### src/rtl/cpu_pkg.sv
// Shared CPU definitions: datapath width, reset fetch address and the prefetch entry layout.
package cpu_pkg;

    localparam int unsigned BITS = 32;
    localparam logic [BITS-1:0] I_MEM_BASE_ADDR = '0;

    typedef struct packed {
        logic [BITS-1:0] pc;
        logic [BITS-1:0] instr;
    } fetch_entry_t;

endpackage

### src/rtl/fetch_fifo.sv
// DEPTH-entry synchronous FIFO of fetch entries with flush; head reads as zero when empty.
module fetch_fifo
    import cpu_pkg::*;
#(
    parameter int unsigned DEPTH = 4,
    localparam int unsigned CntW = $clog2(DEPTH + 1)
) (
    input  logic                clk,
    input  logic                rst_,
    input  logic                push,
    input  logic                pop,
    input  logic                flush,
    input  fetch_entry_t        din,
    output fetch_entry_t        dout,
    output logic [CntW-1:0]     count
);

    localparam int unsigned PtrW = $clog2(DEPTH);

    fetch_entry_t           mem_q [DEPTH];
    fetch_entry_t           mem_d [DEPTH];
    logic [PtrW-1:0]        wr_ptr_q, wr_ptr_d;
    logic [PtrW-1:0]        rd_ptr_q, rd_ptr_d;
    logic [CntW-1:0]        count_q, count_d;

    always_comb begin
        mem_d    = mem_q;
        wr_ptr_d = wr_ptr_q;
        rd_ptr_d = rd_ptr_q;
        count_d  = count_q;
        if (flush) begin
            wr_ptr_d = '0;
            rd_ptr_d = '0;
            count_d  = '0;
        end else begin
            if (push) begin
                mem_d[wr_ptr_q] = din;
                wr_ptr_d        = wr_ptr_q + PtrW'(1);
            end
            if (pop) begin
                rd_ptr_d = rd_ptr_q + PtrW'(1);
            end
            count_d = count_q + CntW'(push) - CntW'(pop);
        end
    end

    always_ff @(posedge clk) begin
        if (!rst_) begin
            wr_ptr_q <= '0;
            rd_ptr_q <= '0;
            count_q  <= '0;
        end else begin
            wr_ptr_q <= wr_ptr_d;
            rd_ptr_q <= rd_ptr_d;
            count_q  <= count_d;
        end
    end

    // Storage needs no reset: the occupancy count gates every read.
    always_ff @(posedge clk) begin
        mem_q <= mem_d;
    end

    assign dout  = (count_q != '0) ? mem_q[rd_ptr_q] : '0;
    assign count = count_q;

endmodule

### src/rtl/fetch_stage.sv
// Instruction fetch: owns the fetch PC, issues credit-limited requests to a one-cycle imem
// and queues returned words with their PCs for decode.
module fetch_stage #(
    parameter logic [cpu_pkg::BITS-1:0] I_MEM_BASE_ADDR = cpu_pkg::I_MEM_BASE_ADDR,
    parameter int unsigned              DEPTH           = 4
) (
    input  logic                     clk,
    input  logic                     rst_,
    output logic [cpu_pkg::BITS-1:0] imem_addr,
    output logic                     imem_req,
    input  logic [cpu_pkg::BITS-1:0] imem_rdata,
    output logic [cpu_pkg::BITS-1:0] instr,
    output logic [cpu_pkg::BITS-1:0] instr_pc,
    output logic                     instr_valid,
    input  logic                     instr_ready,
    input  logic                     redirect,
    input  logic [cpu_pkg::BITS-1:0] redirect_pc,
    input  logic                     halt
);

    import cpu_pkg::*;

    localparam int unsigned CntW = $clog2(DEPTH + 1);
    localparam int unsigned CW   = CntW + 1;

    logic [BITS-1:0] fetch_pc_q, fetch_pc_d;
    logic [BITS-1:0] inflight_pc_q, inflight_pc_d;
    logic            inflight_q, inflight_d;
    logic            pop, push;
    logic [CntW-1:0] count;
    logic [CW-1:0]   credit_used;
    fetch_entry_t    din, head;

    always_comb begin
        pop  = instr_valid & instr_ready & ~redirect;
        push = inflight_q & ~redirect;
        // Slots committed after this edge; counting the pop lets a full queue refill at once.
        credit_used = CW'(count) + CW'(inflight_q) - CW'(pop);
        imem_req    = rst_ & ~redirect & ~halt & (credit_used < CW'(DEPTH));

        fetch_pc_d    = fetch_pc_q;
        inflight_pc_d = inflight_pc_q;
        inflight_d    = imem_req;
        if (redirect) begin
            fetch_pc_d = redirect_pc;
        end else if (imem_req) begin
            fetch_pc_d    = fetch_pc_q + BITS'(1);
            inflight_pc_d = fetch_pc_q;
        end
    end

    always_ff @(posedge clk) begin
        if (!rst_) begin
            fetch_pc_q    <= I_MEM_BASE_ADDR;
            inflight_pc_q <= '0;
            inflight_q    <= 1'b0;
        end else begin
            fetch_pc_q    <= fetch_pc_d;
            inflight_pc_q <= inflight_pc_d;
            inflight_q    <= inflight_d;
        end
    end

    assign din = '{pc: inflight_pc_q, instr: imem_rdata};

    fetch_fifo #(
        .DEPTH (DEPTH)
    ) u_fifo (
        .clk   (clk),
        .rst_  (rst_),
        .push  (push),
        .pop   (pop),
        .flush (redirect),
        .din   (din),
        .dout  (head),
        .count (count)
    );

    assign imem_addr   = fetch_pc_q;
    assign instr_valid = (count != '0);
    assign instr       = head.instr;
    assign instr_pc    = head.pc;

endmodule

### config.mk
export PLATFORM = sky130hd
export DESIGN_NAME = fetch_stage
export DESIGN_NICKNAME = d
export VERILOG_FILES = /design/src/rtl/cpu_pkg.sv /design/src/rtl/fetch_fifo.sv /design/src/rtl/fetch_stage.sv
export SDC_FILE = /design/constraint.sdc
export NUM_CORES = 1
export LEC_CHECK = 0
export BUFFER_PORTS_ARGS = -buffer_cell sky130_fd_sc_hd__buf_2
export CAP_MARGIN = 20
export CORE_MARGIN = 2
export CORE_UTILIZATION = 25
export CTS_CLUSTER_DIAMETER = 100
export DETAILED_ROUTE_END_ITERATION = 8
export PLACE_DENSITY = 0.41
export SETUP_SLACK_MARGIN = 0.05
export SYNTH_ARGS = -nofsm -noshare
export SYNTH_HDL_FRONTEND = slang
export SYNTH_SLANG_ARGS = --single-unit
### constraint.sdc
create_clock -name clk -period 10.1 [get_ports clk]
set_input_delay 2.02 -clock clk [delete_from_list [all_inputs] [get_ports clk]]
set_output_delay 2.02 -clock clk [all_outputs]
set_load 0.02 [all_outputs]
Word-level counts from Yosys, hierarchy flattened. Cells that the tools add are included.

Word-level logic and storage cells: 51. Output and inout bits: 98. Register bits after elaboration: 328. Input port bits: 69.

Reduce and logical (&&, ||, !) cells: 6. $lt $le $gt $ge: 4. Bitwise logic cells: 11. Add/subtract/negate cells: 7. Mux-type cells: 9.

Operators by type and width (count): $bwmux W256 (1); $mux W64 (4); $bmux W64 S2 (1); $demux W64 S2 (1); $mux W32 (2); $add A32 B1 Y32 const B (1); $and A1 B1 Y1 (6); $ge A3 B3 Y1 const B (2); $not A2 Y3 (2); $add A2 B1 Y2 const B (2); $add A3 B1 Y4 (1); $lt A4 B3 Y1 const B (1); $reduce_and A2 Y1 (2); $sub A4 B1 Y4 (1); $add A3 B1 Y3 (1); $lt A3 B1 Y1 const B (1); $not A1 Y1 (3); $reduce_bool A3 Y1 (1); $sub A3 B1 Y3 (1); $reduce_bool A2 Y1 (1); $reduce_or A2 Y1 (1); $logic_and A1 B1 Y1 (1).

Longest topological paths before layout. Gate-level depths: netlist (run 1).

Depth in word-level cells: 8. Gate-level depth with buffers: 15.

Hierarchy. A second synthesis (run 1) with hierarchy kept.

Cells, all modules: 847. Area, all modules: 13439.1 µm².

Modules (own cells, without submodules): fetch_fifo (cells an instance 448, sequential area each 7827.5 µm², area each 10107.2 µm², times used 1); fetch_stage (cells an instance 399, sequential area each 1301.2 µm², area each 3331.9 µm², times used 1).

Least setup slack after synthesis (run 1). No wires, ideal clock.

Kind: input port to output port. Start point: input redirect. End point: output imem_req. Setup slack: 3.725 ns. Arrival time: 4.355 ns. Stages: 13. Data required time: 8.080 ns. Path through: buf_2 -> inv_1 -> clkbuf_1 -> and3_1 -> ha_1 -> inv_1 -> ha_1 -> and3b_1 -> o211ai_1 -> and2_1 -> buf_2 -> clkinv_1 -> buf_2.

Cells in the longest elaborated chain, start to end: 5. Elaborated cells on any way between the ends: 7. Classes of those cells: 1 x add/sub; 1 x order compare; 5 x bitwise.

RTL lines: from (decl) (line fetch_stage.sv:16) `input logic redirect,`; $not A1 Y1 (no source line); $and A1 B1 Y1 (line fetch_stage.sv:35) `pop = instr_valid & instr_ready & ~redirect;`; net pop (line fetch_stage.sv:29) `logic pop, push;`; $sub A4 B1 Y4 (line fetch_stage.sv:38) `credit_used = CW'(count) + CW'(inflight_q) - CW'(pop);`; $lt A4 B3 Y1 (line fetch_stage.sv:39) `imem_req = rst_ & ~redirect & ~halt & (credit_used < CW'(DEPTH));`; $and A1 B1 Y1 (line fetch_stage.sv:39); to (decl) (line fetch_stage.sv:10) `output logic imem_req,`.

The timed path passes the listed nets, and every way through them passes these cells.

Worst setup path after layout (run 1). Same ends and word-level chain as after synthesis.

==> results of run 1 <==
[stage by stage]
step | worst slack, ns | power (mW) | utilization (%) | cells | cell area [sq um]
floorplan | 3.73 | 1.58 | - | 835 | 13400
global placement | 2.70 | 1.63 | 28.3 | 1650 | 14900
detailed placement | 2.74 | 1.63 | 28.3 | 1650 | 14900
CTS | 2.73 | 3.11 | 30.9 | 1725 | 16300
global route | 3.40 | 3.17 | 30.9 | 1726 | 16300
finish | 3.56 | 3.05 | 30.9 | 1726 | 16300
[critical path, stage by stage]
cell	delay [ns]
buf_2	0.23
inv_1	0.08
and3_1	0.19
ha_1	0.20
inv_1	0.09
ha_1	0.24
and3b_1	0.19
o211ai_1	0.20
buf_4	0.36
and2_1	0.21
clkinv_1	0.12
buf_12	0.19
buf_2	0.17
[per-layer routing]
layer  GRT usage (%)  up-vias
li1                -     3550
met1            16.3     3820
met2            18.3      174
met3            3.28       43
met4            3.26        0
met5               0        -
[placed cells by master (no fill, tap or decap), types with 4 or more instances in the layout]
cell type | synthesis | final
o21ai_0 | 32 | 32
nand4_1 | 6 | 6
a21oi_1 | 29 | 29
clkbuf_1 | 31 | 15
nand3_1 | 11 | 11
mux4_2 | 64 | 64
inv_1 | 15 | 15
nand2_1 | 78 | 78
clkinv_2 | 0 | 4
ha_1 | 9 | 9
edfxtp_1 | 256 | 256
a2111oi_4 | 5 | 5
a21boi_0 | 33 | 33
buf_4 | 1 | 11
dfxtp_1 | 72 | 70
and2_4 | 0 | 4
a211oi_1 | 12 | 12
a2111oi_2 | 5 | 5
and2_1 | 74 | 70
nor2_1 | 10 | 10
clkbuf_16 | 0 | 43
xnor2_1 | 29 | 29
buf_2 | 12 | 166
[sequential cells by signal, summed over array words and instances (netlist names)]
signal,count
u_fifo.rd_ptr_q,2
u_fifo.mem_q,256
inflight_pc_q,32
u_fifo.count,3
u_fifo.wr_ptr_q,2
inflight_q,1
imem_addr,32
[how the worst max path moves through the flow]
stage,startpoint,slack [ns],endpoint,depth (start not counted)
floorplan,redirect,3.73,imem_req,13
global placement,redirect,2.70,imem_req,12
detailed placement,redirect,2.74,imem_req,12
CTS,redirect,2.73,imem_req,12
global route,redirect,3.40,imem_req,13
finish,redirect,3.56,imem_req,13
[where the power goes]
part	internal [mW]	switching [mW]	total, mW
Sequential	1.47	0.0236	1.49
Combinational	0.0441	0.0681	0.112
Clock	0.885	0.563	1.45
[layout make-up]
type | count | area (sq um)
inverter | 16 | 60.1
sequential | 328 | 9140
clock inverter | 14 | 175
tap | 688 | 861
clock buffer | 61 | 1170
timing repair buffer | 178 | 933
fill | 5265 | 36400
multi-input combinational | 441 | 3960
[cell families after synthesis]
logic type / after synthesis
flops: 328
fa+ha+maj: 10
simple gates: 205
buf+inv: 66
compound gates: 128
mux: 66
xor+xnor: 32
==> impl_metrics.json, run 1 <==
{
  "synth_warnings": 0,
  "synth-adder-area-share_pct": 0.993,
  "worstPathArrival_ns": 4.52,
  "worstMarginPinSlew_ns": 1.01,
  "fin_skew_ns": 0.0166,
  "synth_area_leaders": "edfxtp_1 (58%), dfxtp_1 (11%), mux4_2 (11%)",
  "worstHoldPathCells": 0,
  "irDropWorstVdd_uv": 103,
  "yosys_most_used_dff": "edfxtp_1",
  "cts_buffer_depth": 3,
  "ys_ff_latch": 328,
  "wl_met1_mm": 15.5,
  "wl_per_cell_microns": 18.9,
  "dpl.hpwl_mm": 19.9,
  "fmax_mhz": 153,
  "clock_latency_ns": 0.56,
  "wl_mm": 32.7,
  "antenna_left": 0,
  "synth_commonest_cells": "edfxtp_1 (256), nand2_1 (78), and2_1 (74)",
  "maxSlewHeadroom_pct": 33.0,
  "synth-seq-area-share_pct": 68.4,
  "numCtsBuffers": 41,
  "dr.first_iter.drc_count": 389,
  "synth.most_common_cell": "edfxtp_1",
  "hp-start": "inflight_pc_q[19]$_SDFFE_PN0P_",
  "ys_types": 51,
  "synthSimpleGateAreaFrac_pct": 8.37,
  "nets": 1085,
  "status": "completed",
  "hold_slack_ns": 0.503,
  "globalRouteOverflowTotal": 0,
  "cts_tree": "yes",
  "fin_setup_tns_ns": 0,
  "ctsHtreeMaxLevel": 2,
  "synth_compound_area_share_pct": 7.13,
  "grt_max_degree": 69,
  "clkTransAtPathRegs_ns": 0.05,
  "grtUsageTotal_pct": 11.8,
  "wl_met3_mm": 1.63,
  "reg2reg_from": "u_fifo.count[2]$_SDFF_PP0_",
  "synth_xor_area_share_pct": 2.10,
  "p_leak_nw": 5.46,
  "crit_fanout": 34,
  "slew_viol_final": 0,
  "cts.sink_count": 328,
  "antenna_found_initial": 0,
  "period_needed_ns": 6.54,
  "muxShareOfSynthArea_pct": 11.0,
  "worst_ep_required_time_ns": 8.08,
  "synth_top_family_by_area": "multiplexers",
  "synth_top_area_share_pct": 57.6,
  "holdPathEnd": "u_fifo.mem_q[51]$_DFFE_PP_",
  "maxCapViolCount": 0,
  "hp-class": "reg2reg",
  "synth_nets": 914,
  "yosysTopAreaCell": "edfxtp_1",
  "place_congestion": 0.738,
  "synthArstFlopShare_pct": 0,
  "syn_to_final_growth_pct": 22.0,
  "top_layer_used": "met4",
  "dieArea_sq_um": 55300,
  "port_buffers": 166,
  "cts_resized": 0,
  "r2r_setup_slack_ns": 6.70,
  "powerDensity_nw_per_um2": 187,
  "drive_above_1_share_pct": 31.5,
  "die_width_microns": 235,
  "critPathLaunchType": "input pin",
  "die_h_microns": 235,
  "finalHoldViolations": 0,
  "r2r-end": "imem_addr[23]$_SDFFE_PN0P_",
  "start_util_pct": 25.4,
  "first_pass_iters": 4,
  "cts-root-buf": "clkbuf_16",
  "vias": 7587,
  "viasPerCell": 4.40,
  "drc": 0,
  "grt_pass1_vias": 8040,
  "synthesis.area_sq_um": 13400,
  "wl_met2_mm": 14.9,
  "grt_pass1_wl_mm": 50.4,
  "rows": 84,
  "hold_buffers": 0,
  "synthCells": 835,
  "antenna_cells": 0,
  "design.core.area_sq_um": 52700,
  "synth-edff-count": 256,
  "post_synth.cell_area_avg_sq_um": 16.0,
  "setup.worst_path.class": "in2out",
  "rsz0062_at_grt": "false",
  "period_share_pct": 64.8,
  "ff2ff_path_depth": 11,
  "cts_setup_buffers": 0,
  "io_pins": 167,
  "setup_violations": 0,
  "setup.worst_path.end_class": "output port"
}
No activity file was read; power rests on OpenSTA's default activity.
==> inputs of run 2 (changes only) <==
==> constraint.sdc (replaced) <==
create_clock -name clk -period 6.56 [get_ports clk]
set_input_delay 1.312 -clock clk [delete_from_list [all_inputs] [get_ports clk]]
set_output_delay 1.312 -clock clk [all_outputs]
set_load 0.02 [all_outputs]
==> impl_metrics.json, run 2 (synthesized netlist as in run 1, its figures left out) <==
{
  "design_area_sq_um": 16300,
  "worst_ep_required_time_ns": 5.25,
  "viasPerCell": 4.40,
  "port_buffers": 166,
  "status": "completed",
  "syn_to_final_growth_pct": 21.8,
  "die_h_microns": 235,
  "wl_mm": 33.1,
  "multi_input_area_sq_um": 3960,
  "setup.worst_path.end_class": "output port",
  "setup_violations": 0,
  "dpl_cell_area_sq_um": 14900,
  "hp-class": "reg2reg",
  "design.core.area_sq_um": 52700,
  "dpl.hpwl_mm": 20.4,
  "worstMarginPinSlew_ns": 0.768,
  "mostFrequentLayoutCells": "edfxtp_1 (256), buf_2 (166), nand2_1 (78)",
  "place_congestion": 0.728,
  "ctsHtreeMaxLevel": 2,
  "fin_util_pct": 30.9,
  "cp_num_buf_inv": 6,
  "cpLargestDelayFamily": "buffers and inverters",
  "crit_fanout": 24,
  "finalPower_mw": 4.64,
  "clkTransAtPathRegs_ns": 0.06,
  "p_leak_nw": 5.46,
  "io_pins": 167,
  "globalRouteOverflowTotal": 0,
  "setup.worst_path.class": "in2out",
  "irDropWorstVdd_uv": 154,
  "dieArea_sq_um": 55300,
  "maxSlewHeadroom_pct": 48.8,
  "fmax_mhz": 207,
  "first_pass_iters": 4,
  "start_util_pct": 25.4,
  "fill_cells": 5250,
  "fin_skew_ns": 0.0189,
  "period_share_pct": 73.8,
  "register_area_sq_um": 9140,
  "drc": 0,
  "period_needed_ns": 4.84,
  "antenna_found_initial": 0,
  "grt_pass1_vias": 8118,
  "cts_resized": 0,
  "slowest_delay_ns": 0.35,
  "worstPathArrival_ns": 3.53,
  "antenna_left": 0,
  "grt_max_degree": 66,
  "slew_viol_final": 0,
  "dr.first_iter.drc_count": 339,
  "hold_buffers": 0,
  "maxCapViolCount": 0,
  "wl_per_cell_microns": 19.1,
  "fin_setup_tns_ns": 0,
  "finalHoldViolations": 0,
  "antenna_cells": 0,
  "cts_setup_buffers": 0,
  "drive_above_1_share_pct": 31.8,
  "largest_reg_flops": 256,
  "layout_commonest_cell": "edfxtp_1",
  "cts_buffer_depth": 3,
  "cts_tree": "yes",
  "cts.sink_count": 328,
  "powerDensity_nw_per_um2": 285,
  "die_width_microns": 235,
  "slowest_stage": "buf_4",
  "grtUsageTotal_pct": 11.9,
  "top_register": "u_fifo.mem_q",
  "rsz0062_at_grt": "false",
  "rows": 84,
  "vias": 7594,
  "grt_pass1_wl_mm": 50.7,
  "critPathLaunchType": "input pin",
  "crit_chain": "buf_2 > inv_1 > and3_1 > ha_1 > inv_1 > ha_1 > and3b_1 > o211ai_1 > buf_4 > and2_1 > clkinv_1 > buf_2",
  "numCtsBuffers": 40,
  "clock_latency_ns": 0.55,
  "cts-root-buf": "clkbuf_16",
  "nets": 1086
}
-- run 2: cell types whose count changed in the layout (fill, tap and decap cells not counted), moves of 2 or more --
cell        delta
clkinv_1       +5
clkinvlp_4     +2
buf_4          +3
clkinv_8       -2
clkbuf_1       -7
-- run 2: cell type report --
class | count | share of cell area, %
Timing Repair Buffer | 180 | 5.76
Clock buffer | 55 | 7.14
Clock inverter | 19 | 0.931
Inverter | 16 | 0.369
Multi-Input combinational cell | 441 | 24.3
Sequential cell | 328 | 56.2
Tap cell | 688 | 5.29
-- run 2: worst paths after layout --
check	cells after the start	slack, ns	endpoint	startpoint
worst max-delay path	12	1.72	imem_req	redirect
worst min-delay path	2	0.50	inflight_pc_q[17]$_SDFFE_PN0P_	inflight_pc_q[17]$_SDFFE_PN0P_
worst max register to register	13	3.21	imem_addr[5]$_SDFFE_PN0P_	u_fifo.count[2]$_SDFF_PP0_
worst min register to register	2	0.50	inflight_pc_q[17]$_SDFFE_PN0P_	inflight_pc_q[17]$_SDFFE_PN0P_
-- run 2: per-layer routing --
metal,track usage (%),vias to the layer above,wire (microns)
met5,0,-,0
li1,-,3544,-
met3,3.41,45,1860
met4,3.05,0,588
met2,18.6,170,15000
met1,16.2,3835,15600
-- run 2: worst reg2reg max path, cell delays in order, from the launching register on --
cell      delay [ns]
dfxtp_1         0.34
or3_2           0.52
and3_1          0.25
ha_1            0.20
inv_1           0.09
ha_1            0.24
and3b_1         0.19
o211ai_1        0.17
buf_4           0.35
and2_1          0.23
clkinv_1        0.10
buf_4           0.26
a21oi_1         0.22
a21oi_1         0.09
-- run 2: per-stage QoR --
step | instances | setup slack, ns | hold slack (ns)
finish | 1727 | 1.72 | 0.504
global route | 1727 | 1.54 | 0.521
CTS | 1727 | 1.71 | 0.512
detailed placement | 1653 | 1.72 | 0.500
global placement | 1653 | 1.72 | 0.489
floorplan | 835 | 1.60 | 0.460
-- run 2: where the power goes --
part | total, mW | switching, mW | leakage (nW) | internal [mW]
Clock | 2.17 | 0.850 | 0.636 | 1.32
Combinational | 0.173 | 0.106 | 1.87 | 0.0674
Sequential | 2.29 | 0.0362 | 2.95 | 2.26
Total | 4.64 | 0.992 | 5.46 | 3.64
